`src/rtl/board_link_pkg.sv`:
```
// Shared definitions for the inter-board Sudoku link (transmit and receive sides).
package board_link_pkg;

    localparam int         CELLS  = 81;
    localparam logic [3:0] HEADER = 4'hA;

    typedef enum logic [2:0] {
        IDLE,
        LOAD,
        RDWAIT,
        DRIVE,
        RELEASE,
        HOLD
    } link_state_t;

endpackage

```
`src/rtl/board_link_tx_sync_ff.sv`:
```
// Multi-stage flop synchroniser for a single asynchronous level from off-board.
module sync_ff #(
    parameter int STAGES = 2
) (
    input  logic clk,
    input  logic rst,
    input  logic d,
    output logic q
);

    logic [STAGES-1:0] chain;

    always_ff @(posedge clk) begin
        if (rst) begin
            chain <= '0;
        end else begin
            chain[0] <= d;
            for (int unsigned i = 1; i < STAGES; i++) begin
                chain[i] <= chain[i-1];
            end
        end
    end

    assign q = chain[STAGES-1];

endmodule

```
`src/rtl/board_link_tx.sv`:
```
// Transmit side of the inter-board Sudoku link: header word plus CELLS cell words,
// one 4-phase request/ack handshake per word, with timeout abort.
module board_link_tx #(
    parameter int         CELLS       = board_link_pkg::CELLS,
    parameter logic [3:0] HEADER      = board_link_pkg::HEADER,
    parameter int         SYNC_STAGES = 2,
    parameter int         TIMEOUT_CYC = 1_000_000
) (
    input  logic       clk,
    input  logic       rst,
    input  logic       request,
    input  logic       ack_in,
    output logic [3:0] data,
    output logic       valid,
    output logic [6:0] cell_addr,
    output logic       cell_rd,
    input  logic [3:0] cell_data,
    output logic       busy,
    output logic       done,
    output logic       err
);

    import board_link_pkg::*;

    localparam int          TW   = $clog2(TIMEOUT_CYC + 1);
    localparam logic [6:0]  LAST = 7'(CELLS);
    localparam logic [TW-1:0] TLIM = TW'(TIMEOUT_CYC - 1);

    link_state_t   state;
    logic [6:0]    widx;
    logic [TW-1:0] tcnt;
    logic          req_s;
    logic          ack_s;
    logic          timed_out;

    sync_ff #(.STAGES(SYNC_STAGES)) u_req_sync (
        .clk (clk),
        .rst (rst),
        .d   (request),
        .q   (req_s)
    );

    sync_ff #(.STAGES(SYNC_STAGES)) u_ack_sync (
        .clk (clk),
        .rst (rst),
        .d   (ack_in),
        .q   (ack_s)
    );

    // The counter holds TIMEOUT_CYC-1 on the last permitted waiting cycle.
    assign timed_out = (tcnt == TLIM);

    always_ff @(posedge clk) begin
        if (rst) begin
            state     <= IDLE;
            widx      <= '0;
            tcnt      <= '0;
            data      <= '0;
            valid     <= 1'b0;
            cell_addr <= '0;
            cell_rd   <= 1'b0;
            busy      <= 1'b0;
            done      <= 1'b0;
            err       <= 1'b0;
        end else begin
            done    <= 1'b0;
            err     <= 1'b0;
            cell_rd <= 1'b0;
            case (state)
                IDLE: begin
                    if (req_s) begin
                        widx  <= '0;
                        busy  <= 1'b1;
                        state <= LOAD;
                    end
                end
                // Address and strobe are registered on the way into LOAD so the
                // store sees them during LOAD and cell_data is ready in RDWAIT.
                LOAD: begin
                    if (widx == '0) begin
                        data  <= HEADER;
                        valid <= 1'b1;
                        tcnt  <= '0;
                        state <= DRIVE;
                    end else begin
                        state <= RDWAIT;
                    end
                end
                RDWAIT: begin
                    data  <= cell_data;
                    valid <= 1'b1;
                    tcnt  <= '0;
                    state <= DRIVE;
                end
                DRIVE: begin
                    if (ack_s) begin
                        valid <= 1'b0;
                        tcnt  <= '0;
                        state <= RELEASE;
                    end else if (timed_out) begin
                        valid <= 1'b0;
                        err   <= 1'b1;
                        state <= HOLD;
                    end else begin
                        tcnt <= tcnt + 1'b1;
                    end
                end
                RELEASE: begin
                    if (!ack_s) begin
                        if (widx == LAST) begin
                            done  <= 1'b1;
                            state <= HOLD;
                        end else if (!req_s) begin
                            busy  <= 1'b0;
                            state <= IDLE;
                        end else begin
                            widx      <= widx + 7'd1;
                            cell_addr <= widx;
                            cell_rd   <= 1'b1;
                            state     <= LOAD;
                        end
                    end else if (timed_out) begin
                        err   <= 1'b1;
                        state <= HOLD;
                    end else begin
                        tcnt <= tcnt + 1'b1;
                    end
                end
                HOLD: begin
                    if (!req_s) begin
                        busy  <= 1'b0;
                        state <= IDLE;
                    end
                end
                default: begin
                    valid <= 1'b0;
                    busy  <= 1'b0;
                    state <= IDLE;
                end
            endcase
        end
    end

endmodule

```
`config.mk`:
```
export PLATFORM = sky130hd
export DESIGN_NAME = board_link_tx
export DESIGN_NICKNAME = d
export VERILOG_FILES = /design/src/rtl/board_link_pkg.sv /design/src/rtl/board_link_tx_sync_ff.sv /design/src/rtl/board_link_tx.sv
export SDC_FILE = /design/constraint.sdc
export NUM_CORES = 1
export LEC_CHECK = 0
export BUFFER_PORTS_ARGS = -buffer_cell sky130_fd_sc_hd__clkbuf_2
export CELL_PAD_IN_SITES_DETAIL_PLACEMENT = 0
export CELL_PAD_IN_SITES_GLOBAL_PLACEMENT = 1
export CORE_ASPECT_RATIO = 0.8
export CORE_MARGIN = 2
export CORE_UTILIZATION = 44
export CTS_CLUSTER_SIZE = 12
export DETAILED_ROUTE_END_ITERATION = 8
export PLACE_DENSITY = 0.82
export SLEW_MARGIN = 0
export SYNTH_ARGS = -nofsm -noshare
export SYNTH_HDL_FRONTEND = slang
export SYNTH_SLANG_ARGS = --single-unit
```
`constraint.sdc`:
```
create_clock -name clk -period 2.6 [get_ports clk]
set_input_delay 0.13 -clock clk [delete_from_list [all_inputs] [get_ports clk]]
set_output_delay 0.13 -clock clk [all_outputs]
set_load 0.02 [all_outputs]
```
After elaboration in Yosys (flattened, before gate mapping)
Cells that the tools add are included.
{"block": "totals", "wordCells": 86, "output_inout_bits": 16, "reg_bits": 50, "inputBits": 8}
{"block": "op_classes", "n_eq_ne": 15, "reduce_logical": 16, "mux": 36, "bitwise": 5, "add_sub_neg": 2}
{"operator": "20-bit two-way mux", "n": 4}
{"operator": "20-bit case mux with 4 select lines", "n": 1}
{"operator": "7-bit two-way mux", "n": 4}
{"operator": "20-bit by 1-bit adder with 20-bit output, second input constant", "n": 1}
{"operator": "20-bit equality test, second input constant", "n": 1}
{"operator": "3-bit two-way mux", "n": 6}
{"operator": "3-bit case mux with 6 select lines", "n": 1}
{"operator": "1-bit two-way mux", "n": 14}
{"operator": "7-bit case mux with 2 select lines", "n": 1}
{"operator": "3-bit OR reduction", "n": 3}
{"operator": "2-bit != test, second input constant", "n": 4}
{"operator": "1-bit case mux with 4 select lines", "n": 2}
{"operator": "4-bit case mux with 2 select lines", "n": 1}
{"operator": "4-bit AND reduction", "n": 2}
{"operator": "7-bit by 1-bit adder with 7-bit output, second input constant", "n": 1}
{"operator": "7-bit equality test, second input constant", "n": 1}
{"operator": "7-bit logical NOT", "n": 1}
{"operator": "3-bit by 2-bit equality test with 1-bit output, second input constant", "n": 2}
{"operator": "3-bit equality test, second input constant", "n": 2}
{"operator": "2-bit by 1-bit != test with 1-bit output, second input constant", "n": 3}
{"operator": "3-bit AND reduction", "n": 2}
{"operator": "1-bit inverter", "n": 5}
{"operator": "5-bit AND reduction", "n": 1}
{"operator": "4-bit two-way mux", "n": 1}
{"operator": "other kinds (8)", "n": 10}

Logic depth before layout (Yosys ltp)
Gate-level depths: netlist (run 1).
{"block": "logic_depth", "depth_word": 5, "mapped_depth": 8, "ltp_nobuf": 7}

Modules after synthesis
A second synthesis (run 1) with hierarchy kept.
{"block": "hier_totals", "hier_cells": 296, "area_unflattened_um2": 2563.7}
{"mod": "board_link_tx", "instances": 1, "cells_each": 288, "area_per_inst_um2": 2458.6, "seq_area_each_um2": 920.9}
{"mod": "sync_ff", "instances": 2, "cells_each": 4, "area_per_inst_um2": 52.6, "seq_area_each_um2": 40.0}

Worst setup path after synthesis (run 1)
Ideal clock, no wire load.
{"block": "synth_timing", "kind": "register to register", "start": "register widx[1]", "end": "register cell_addr[2]", "t_arrival_ns": 1.814, "setup_ns": 0.128, "path_stages_with_launch": 9, "slack_ns": 0.658, "synth_period_minus_slack_ns": 1.942, "path_cell_list": "dfxtp_1 > inv_1 > ha_1 > and4_1 > a221oi_2 > and2_1 > buf_4 > mux2i_1 > nor2_1"}
{"block": "synth_between", "elab_chain_len": 3}
{"item": "from (decl)", "line_no": "board_link_tx.sv:30", "source": "logic [6:0] widx;"}
{"item": "from (signal assigned)", "line_no": "board_link_tx.sv:117", "source": "widx <= widx + 7'd1;"}
{"item": "7-bit equality test", "line_no": "board_link_tx.sv:110", "source": "if (widx == LAST) begin"}
{"item": "1-bit inverter (no source line)"}
{"item": "4-bit AND reduction (no source line)"}
{"item": "to (signal assigned)", "line_no": "board_link_tx.sv:118", "source": "cell_addr <= widx;"}
{"item": "to (decl)", "line_no": "board_link_tx.sv:15", "source": "output logic [6:0] cell_addr,"}
Every way passes these cells.
A chain may end at the register's enable or synchronous reset.

Worst setup path after layout (run 1)
{"block": "layout_timing", "start": "register state[2]", "end": "register cell_addr[4]"}
{"block": "layout_between", "elab_chain_len": 2}
{"item": "from (decl)", "line_no": "board_link_tx.sv:29", "source": "link_state_t state;"}
{"item": "from (signal assigned)", "line_no": "board_link_tx.sv:55", "source": "state <= IDLE;"}
{"item": "from (signal assigned)", "line_no": "board_link_tx.sv:74", "source": "state <= LOAD;"}
{"item": "from (signal assigned)", "line_no": "board_link_tx.sv:84", "source": "state <= DRIVE;"}
{"item": "3-bit equality test", "line_no": "board_link_tx.sv:69", "source": "case (state)"}
{"item": "4-bit AND reduction (no source line)"}
Every way passes these cells.

==> out/metrics.csv, run 1 <==
metric,value,unit
outcome,completed,
fmax,0.4759,GHz
grt_usage,0.1701,
dp_hpwl,3456,um
power_density,567.0,nW/um^2
synth_top_cell_by_area,dfxtp_1,
max_slew_margin,0.5916,
hold_path_class,in -> reg,
ctsHoldBuffers,0,
die_h,70.21,um
slowest_delay,0.72,ns
syn_nets,289,
cts_setup_buffers,0,
place_inst,355,
cts-buffers-inserted,5,
postCtsResizedCells,0,
wl_per_cell,13.36,um
grt_pass1_wl,8445,um
synth_warnings,0,
postPlaceCellArea,2564,um^2
skew,0.008617,ns
io_pins,24,
crit_path_max_fanout,17,
start_util,0.4486,
dr.first_iter.drc_count,83,
drcViolationCount,0,
cpMostUsedCell,nor2b_1,
maxCapViolCount,0,
synth_flop_cell,dfxtp_1,
antenna_found_initial,0,
antenna_cells,0,
fin_crit,2.101,ns
cp-start-kind,register,
synth_enable_flop_cells,0,
grt_max_degree,31,
synth_area_per_cell,8.704,um^2
ys_top_cells_by_area,"dfxtp_1 (42%), nor2_1 (5.8%), xor2_1 (4.4%)",
ant_nets,0,
cp_slowest_cell,dfxtp_1,
clk_latency,0.30,ns
cts.sinks,50,
ctsLongestPathBuffers,2,
peakVddDrop,0.3613,mV
crit_required,2.78,ns
syn_area,2411,um^2
area_growth,10.85,%
path_delay_family,simple AND/OR/NAND/NOR gates,
grt_pass1_vias,1756,
ys_seq_area_frac,0.4152,
die_w,86.76,um
rows,24,
postLayoutCellArea,2673,um^2
final_nets,309,
grt_overflow,0,
worst_pin_slew,0.6118,ns
cts_max_level,2,
clk_pin_slew_worst_paths,0.09,ns
worstPathArrival,2.28,ns
hold_violations,0,
die-area,6091,um^2
critical_path_class,reg -> reg,
via_per_inst,5.438,
design.core.area,5375,um^2
n_fill_cell,529,
rsz0062_at_grt,no,
syn_inst,277,
drive_gt1_frac,0.1409,
synth_cell_types,50,
power_leakage,0.9503,nW
drtPass1Iterations,4,
ys_seq_elements,50,
fin_crit_sh,0.8082,
wirelength,4851,um
worstPathCellList,nor2b_1 > nor2b_1 > and2_1 > mux2i_1 > nor2_1,
fin_cells,363,
portBuffers,23,
cp-end-kind,register,
vias,1974,
routabilityCongestion,0.8109,
clock-root-buffer,clkbuf_8,
crit_buf_inv,0,
drv_slew,0,
netlist.area_leader.share,0.4152,
cts_tree,yes,
synth-async-reset-ratio,0,
report.final.setup_viol,0,
tns,0,ns
-- layer usage --
layer,vias up,GRT usage,part of all wire
li1,1037,-,-
met4,0,0.03646,0.0070
met5,-,0,0
met1,900,0.2733,0.56
met2,32,0.2282,0.39
met3,5,0.03783,0.039
-- per-stage QoR --
| step | power (W) | hold slack (ns) | setup slack, ns | util |
|---|---|---|---|---|
| after global placement | 0.0009936 | 0.3469 | 0.5005 | 0.4770 |
| after detailed placement | 0.0009950 | 0.3453 | 0.5179 | 0.4770 |
| after global routing | 0.001583 | 0.02769 | 0.3055 | 0.4972 |
| after floorplan | 0.0009556 | 0.2582 | 0.6584 | - |
| final | 0.001515 | 0.02994 | 0.4988 | 0.4972 |
| after CTS | 0.001530 | 0.02501 | 0.5056 | 0.4972 |
-- registers in the layout, indices dropped and copies added (netlist names), 2 cells and up --
signal and cells:
widx 7, tcnt 20, u_req_sync.chain 2, cell_addr 7, u_ack_sync.chain 2, data 4
state 3
-- report_power, final --
part | leakage, nW | internal [W] | total, W | switching, W
Clock | 0.0579 | 0.000283 | 0.000538 | 0.000255
Combinational | 0.487 | 0.0000601 | 0.000159 | 0.0000993
Sequential | 0.405 | 0.000788 | 0.000817 | 0.0000296
-- logic make-up after synthesis --
group / after synthesis / share of synthesized area
AOI/OAI and AO/OA: 58 / 0.1655
and+or+nand+nor: 124 / 0.2859
muxes: 7 / 0.02906
adders and majority gates: 4 / 0.02076
xor gates and xnor gates: 12 / 0.04359
buffers and inverters: 22 / 0.03996
DFF: 50 / 0.4152
-- layout make-up --
type | count | area, um^2 | share of cell area
clock buffers | 5 | 68.82 | 0.02575
clock inverters | 3 | 40.04 | 0.01498
inverters | 10 | 37.54 | 0.01404
multi-input cells | 205 | 1314 | 0.4916
flip-flops and latches | 50 | 1001 | 0.3745
well taps | 65 | 81.33 | 0.03043
repair buffers | 25 | 130.1 | 0.04869
-- cell usage in the layout, fill, tap and decap left out, types with 2 or more instances in the layout --
cell type,synthesis,layout
dfxtp_1,50,50
nor2_1,37,37
clkbuf_2,0,23
o21ai_0,15,15
a21oi_1,15,15
nand3_1,12,12
nand2_1,12,12
xor2_1,12,12
inv_1,10,10
nand4_1,10,10
nor2b_1,9,9
mux2i_1,7,7
or3_1,6,6
o31ai_1,6,6
and3_1,5,5
clkbuf_8,0,5
nor4b_1,4,4
nor3_1,4,4
nand2b_1,4,4
o21bai_1,4,4
ha_1,4,4
and4_1,3,3
a31oi_1,3,3
and2_1,2,2
a22oi_1,2,2
a211oi_1,2,2
or4_1,2,2
nor4_1,2,2
nand4b_1,2,2
nor4bb_1,2,2
or2_2,2,2
clkinv_2,0,2
buf_4,1,2
-- worst reg2reg max path: cells and delay by family (launching register included) --
kind,cells,cell delay [ns]
DFF,1,0.72
muxes,1,0.26
and+or+nand+nor,4,1.00
-- Yosys cell counts, types with 5 or more instances --
cell      instances
dfxtp_1          50
nor2_1           37
a21oi_1          15
o21ai_0          15
nand2_1          12
nand3_1          12
xor2_1           12
inv_1            10
nand4_1          10
nor2b_1           9
clkbuf_1          8
mux2i_1           7
o31ai_1           6
or3_1             6
and3_1            5
-- final timing paths --
check	start	to	slack, ns	cells past startpoint
worst min register to register	u_ack_sync.chain[0]$_SDFF_PP0_	u_ack_sync.chain[1]$_SDFF_PP0_	0.44	1
worst max register to register	state[2]$_SDFFE_PP0P_	cell_addr[4]$_SDFFE_PP0P_	0.50	5
worst min-delay path	request	u_req_sync.chain[0]$_SDFF_PP0_	0.03	2
worst max-delay path	state[2]$_SDFFE_PP0P_	cell_addr[4]$_SDFFE_PP0P_	0.50	5
Power figures use the tool's default switching activity.
==> inputs of run 2 (changes only) <==
Clock period 2.6 ns to 2.15 ns, I/O delays scaled along.
==> run 2 against run 1 <==
Against the previous run: design area grew 1.6%; global-route usage grew 0.33 points; register-to-register slack lost 0.33 ns; worst hold slack lost 0.011 ns; clock skew shrank 0.0026 ns.
==> out/metrics.csv, run 2 (synthesized netlist as in run 1, its figures left out) <==
metric,value,unit,change
fin_crit,1.982,ns,-0.1196 ns
cp-end-kind,register,,
mostFrequentLayoutCells,"dfxtp_1 (50), nor2_1 (37), clkbuf_2 (23), o21ai_0 (15), a21oi_1 (15)",,
switching_share,0.2599,,+0.006523
antenna_cells,0,,unchanged
crit_required,2.31,ns,-0.47 ns
dr.first_iter.drc_count,120,,+45%
worst_pin_slew,0.6653,ns,+0.05350 ns
wl_per_cell,13.41,um,+0.32%
worstPathCellList,or3_4 > nor3_1 > buf_4 > o31a_1 > nor2_1,,
drive_gt1_frac,0.1596,,+0.01867
postPlaceCellArea,2639,um^2,+2.9%
whs,0.01898,ns,-0.01096 ns
area_growth,12.61,%,
crit_path_max_fanout,15,,-2
maxCapViolCount,0,,unchanged
io_pins,24,,unchanged
dp_hpwl,3555,um,+2.9%
rows,24,,unchanged
antenna_found_initial,0,,unchanged
grt_overflow,0,,unchanged
reg_top3,"tcnt: 20 flops, cell_addr: 7 flops, widx: 7 flops",,
cts_max_level,2,,unchanged
die_h,70.21,um,unchanged
peakVddDrop,0.4353,mV,+20%
via_per_inst,5.438,,about the same
skew,0.005988,ns,-0.002629 ns
power_density,628.1,nW/um^2,+11%
max_slew_margin,0.5565,,-0.03511
cts.sinks,50,,unchanged
r2r_slack,0.17,ns,-0.33 ns
outcome,completed,,
report.final.setup_viol,0,,unchanged
switchingPower,0.0004432,W,+15%
ant_nets,0,,unchanged
largest_register,tcnt,,
cts-buffers-inserted,5,,unchanged
fin_crit_sh,0.9217,,+0.1135
cts_setup_buffers,0,,unchanged
path_delay_family,simple AND/OR/NAND/NOR gates,,
power_leakage,0.9829,nW,+3.4%
cts_tree,yes,,
portBuffers,23,,unchanged
vias,2023,,+2.5%
drv_slew,0,,unchanged
hold_path_class,in -> reg,,
critical_path_class,reg -> reg,,
slowest_delay,0.57,ns,-0.15 ns
ctsHoldBuffers,0,,unchanged
pwr-share-comb,0.129,,+0.024
tns,0,ns,unchanged
cp_slowest_cell,o31a_1,,
p_int,0.001262,W,+12%
fmax,0.5046,GHz,+6.0%
ctsLongestPathBuffers,2,,unchanged
crit_buf_inv,1,,+1
die_w,86.76,um,unchanged
die-area,6091,um^2,unchanged
grt_usage,0.1734,,+0.003301
seqPwrFrac,0.573,,+0.034
postCtsResizedCells,0,,unchanged
wirelength,4987,um,+2.8%
drtPass1Iterations,4,,unchanged
start_util,0.4486,,unchanged
postLayoutCellArea,2715,um^2,+1.6%
drcViolationCount,0,,unchanged
worstPathArrival,2.14,ns,-0.14 ns
grt_pass1_wl,8424,um,-0.25%
rsz0062_at_grt,no,,
clock-root-buffer,clkbuf_8,,
clkPwrFrac,0.298,,-0.057
clk_pin_slew_worst_paths,0.08,ns,about the same
grt_pass1_vias,1820,,+3.6%
design.core.area,5375,um^2,unchanged
grt_max_degree,18,,-42%
hold_violations,0,,unchanged
layout_commonest_cell,dfxtp_1,,
largest_reg_flops,20,,unchanged
final_nets,319,,+3.2%
routabilityCongestion,0.8046,,-0.78%
cp-start-kind,register,,
clk_latency,0.29,ns,about the same
-- run 2: cell count changes in the layout (fill, tap and decap cells not counted) --
cell	previous run	this run
clkbuf_1	0	2
buf_4	2	12
bufinv_16	1	0
clkinv_2	2	0
-- run 2: power groups by stage --
stage               clock network (W)  logic [W]  registers (W)
floorplan                           0   0.000144        0.00101
global placement                    0   0.000222       0.000999
detailed placement                  0   0.000222       0.000998
CTS                          0.000530   0.000222       0.000977
global route                 0.000565   0.000244       0.000982
finish                       0.000508   0.000220       0.000977
-- run 2: through the flow --
step,power (W),util,worst slack (ns),instances
final,0.001705,0.5051,0.1684,372
after global routing,0.001791,0.5051,0.01268,372
after CTS,0.001729,0.5051,0.1704,372
after detailed placement,0.001220,0.4909,0.1893,365
after global placement,0.001220,0.4909,0.1966,365
after floorplan,0.001156,-,0.2084,277
-- run 2: metal layers --
| layer | track usage | wire length (um) |
|---|---|---|
| met5 | 0 | 0 |
| met3 | 0.04019 | 167 |
| met4 | 0.05208 | 15 |
| met1 | 0.2630 | 2819 |
| met2 | 0.2427 | 1985 |
-- run 2: layout make-up --
type / count / area [um^2]
tap: 65 / 81.33
fill: 524 / 2660
sequential: 50 / 1001
multi-input combinational: 205 / 1314
timing repair buffer: 35 / 205.2
inverter: 10 / 37.54
clock buffer: 7 / 76.32
-- run 2: worst register-to-register path, cell delays in order (launching register included) --
cell     delay, ns
dfxtp_1       0.38
or3_4         0.44
nor3_1        0.18
buf_4         0.16
o31a_1        0.57
nor2_1        0.12
-- run 2: worst paths after layout --
check / start / to / cells past startpoint
setup / recovery: widx[2]$_SDFFE_PP0P_ / tcnt[8]$_SDFFE_PP0P_ / 5
hold / removal: request / u_req_sync.chain[0]$_SDFF_PP0_ / 2
setup reg to reg: widx[2]$_SDFFE_PP0P_ / tcnt[8]$_SDFFE_PP0P_ / 5
hold reg to reg: u_ack_sync.chain[0]$_SDFF_PP0_ / u_ack_sync.chain[1]$_SDFF_PP0_ / 1
==> inputs of run 3 (changes only) <==
Settings changed: MAX_ROUTING_LAYER from default to met4.
==> run 3 against run 2 <==
Against the previous run: via count down 0.15%; flip-flop and latch count unchanged; final cell count is the same; maximum frequency grew 0.65%; clock power about the same; sequential power barely moved; critical path depth is the same; worst hold slack got worse by 0.0020 ns; total power about the same; routed wire length down 0.20%; first-iteration DRC count up 3.3%.
==> out/metrics.csv, run 3 (synthesized netlist as in run 1, its figures left out) <==
metric,value,unit,change
seqPwrFrac,0.573,,about the same
wirelength,4977,um,-0.20%
routabilityCongestion,0.8163,,+1.5%
worstPathArrival,2.13,ns,about the same
fin_crit,1.969,ns,-0.01284 ns
largest_reg_flops,20,,unchanged
cp-end-kind,register,,
ant_nets,0,,unchanged
mostFrequentLayoutCells,"dfxtp_1 (50), nor2_1 (37), clkbuf_2 (23), o21ai_0 (15), a21oi_1 (15)",,
die_w,86.76,um,unchanged
start_util,0.4486,,unchanged
fin_crit_sh,0.9157,,-0.005973
pwr-share-comb,0.129,,about the same
peakVddDrop,0.4355,mV,about the same
place_inst,365,,unchanged
skew,0.006362,ns,+0.0003737 ns
rows,24,,unchanged
crit_path_max_fanout,15,,unchanged
hold_violations,0,,unchanged
worst_hold_startpoint,request,,
antenna_found_initial,0,,unchanged
grt_overflow,0,,unchanged
clock-root-buffer,clkbuf_8,,
largest_register,tcnt,,
setup_ws,0.1813,ns,+0.01284 ns
grt_pass1_vias,1818,,-0.11%
grt_pass1_wl,8411,um,-0.15%
switching_share,0.2603,,+0.0003889
drv_slew,0,,unchanged
die-area,6091,um^2,unchanged
whs,0.01700,ns,-0.001986 ns
wl_per_cell,13.38,um,-0.20%
tns,0,ns,unchanged
maxCapViolCount,0,,unchanged
worst_pin_slew,0.6501,ns,-0.01521 ns
reg_top3,"tcnt: 20 flops, cell_addr: 7 flops, widx: 7 flops",,
via_per_inst,5.430,,-0.15%
drcViolationCount,0,,unchanged
vias,2020,,-0.15%
cp-start-kind,register,,
postCtsResizedCells,0,,unchanged
rsz0062_at_grt,no,,
cts_setup_buffers,0,,unchanged
die_h,70.21,um,unchanged
hold_path_class,in -> reg,,
r2r_slack,0.18,ns,about the same
pre_cts_ws,0.1893,ns,unchanged
r2r-start,widx[2]$_SDFFE_PP0P_,,
portBuffers,23,,unchanged
layout_commonest_cell,dfxtp_1,,
critical_path_class,reg -> reg,,
crit_required,2.31,ns,about the same
fin_cells,372,,unchanged
finish.utilization,0.5051,,unchanged
final_nets,319,,unchanged
switchingPower,0.0004440,W,+0.20%
max_slew_margin,0.5666,,+0.01014
clk_pin_slew_worst_paths,0.08,ns,about the same
ctsHoldBuffers,0,,unchanged
fmax,0.5079,GHz,+0.65%
cts-buffers-inserted,5,,unchanged
p_int,0.001262,W,about the same
r2r_end,tcnt[8]$_SDFFE_PP0P_,,
antenna_cells,0,,unchanged
hold_end,u_req_sync.chain[0]$_SDFF_PP0_,,
hold_path_depth,2,,unchanged
grt_usage,0.1783,,+0.004844
cts.sinks,50,,unchanged
power_density,628.4,nW/um^2,about the same
outcome,completed,,
cts_max_level,2,,unchanged
rr_worst_depth,5,,unchanged
ctsLongestPathBuffers,2,,unchanged
power_leakage,0.9829,nW,unchanged
cts_tree,yes,,
clk_latency,0.30,ns,about the same
drtPass1Iterations,4,,unchanged
clkPwrFrac,0.298,,about the same
drive_gt1_frac,0.1596,,unchanged
dr.first_iter.drc_count,124,,+3.3%
grt_max_degree,18,,unchanged
design.core.area,5375,um^2,unchanged
dp_hpwl,3555,um,unchanged
report.final.setup_viol,0,,unchanged
io_pins,24,,unchanged
area_growth,12.61,%,unchanged
[run 3: worst max-delay path, stage by stage, from the launching register on]
cell     delay [ns]
dfxtp_1        0.38
or3_4          0.44
nor3_1         0.18
buf_4          0.16
o31a_1         0.55
nor2_1         0.11
[run 3: power groups by stage]
stage | registers (W) | clock network [W] | logic (W)
2_1_floorplan | 0.00101 | 0 | 0.000144
3_3_place_gp | 0.000999 | 0 | 0.000222
3_5_place_dp | 0.000998 | 0 | 0.000222
4_1_cts | 0.000977 | 0.000530 | 0.000222
5_1_grt | 0.000982 | 0.000565 | 0.000244
6_report | 0.000977 | 0.000509 | 0.000220
[run 3: through the flow]
stage | area (um^2) | power [W]
floorplan | 2411 | 0.001156
global placement | 2639 | 0.001220
detailed placement | 2639 | 0.001220
CTS | 2715 | 0.001729
global route | 2715 | 0.001791
finish | 2715 | 0.001706
[run 3: layer usage]
metal | global-route usage | wire (um) | vias to the layer above | part of all wire
li1 | - | - | 1058 | -
met1 | 0.2630 | 2778 | 922 | 0.56
met2 | 0.2427 | 1956 | 36 | 0.39
met3 | 0.04019 | 198 | 4 | 0.040
met4 | 0.05208 | 44 | 0 | 0.0088
met5 | - | 0 | - | 0
[run 3: layout make-up]
cell class	count	area (um^2)
Timing Repair Buffer	35	205.2
Clock buffer	7	76.32
Sequential cell	50	1001
Tap cell	65	81.33
Fill cell	524	2660
Inverter	10	37.54
Multi-Input combinational cell	205	1314
[run 3: worst max-delay path by stage]
| stage | from | endpoint | slack [ns] | cells after the start |
|---|---|---|---|---|
| after global placement | widx[2]$_SDFFE_PP0P_ | tcnt[0]$_SDFFE_PP0P_ | 0.20 | 5 |
| final | widx[2]$_SDFFE_PP0P_ | tcnt[8]$_SDFFE_PP0P_ | 0.18 | 5 |
| after floorplan | widx[1]$_SDFFE_PP0P_ | cell_addr[2]$_SDFFE_PP0P_ | 0.21 | 8 |
| after detailed placement | widx[2]$_SDFFE_PP0P_ | tcnt[8]$_SDFFE_PP0P_ | 0.19 | 5 |
| after CTS | widx[2]$_SDFFE_PP0P_ | tcnt[8]$_SDFFE_PP0P_ | 0.17 | 5 |
| after global routing | widx[0]$_SDFFE_PP0P_ | tcnt[7]$_SDFFE_PP0P_ | 0.01 | 7 |
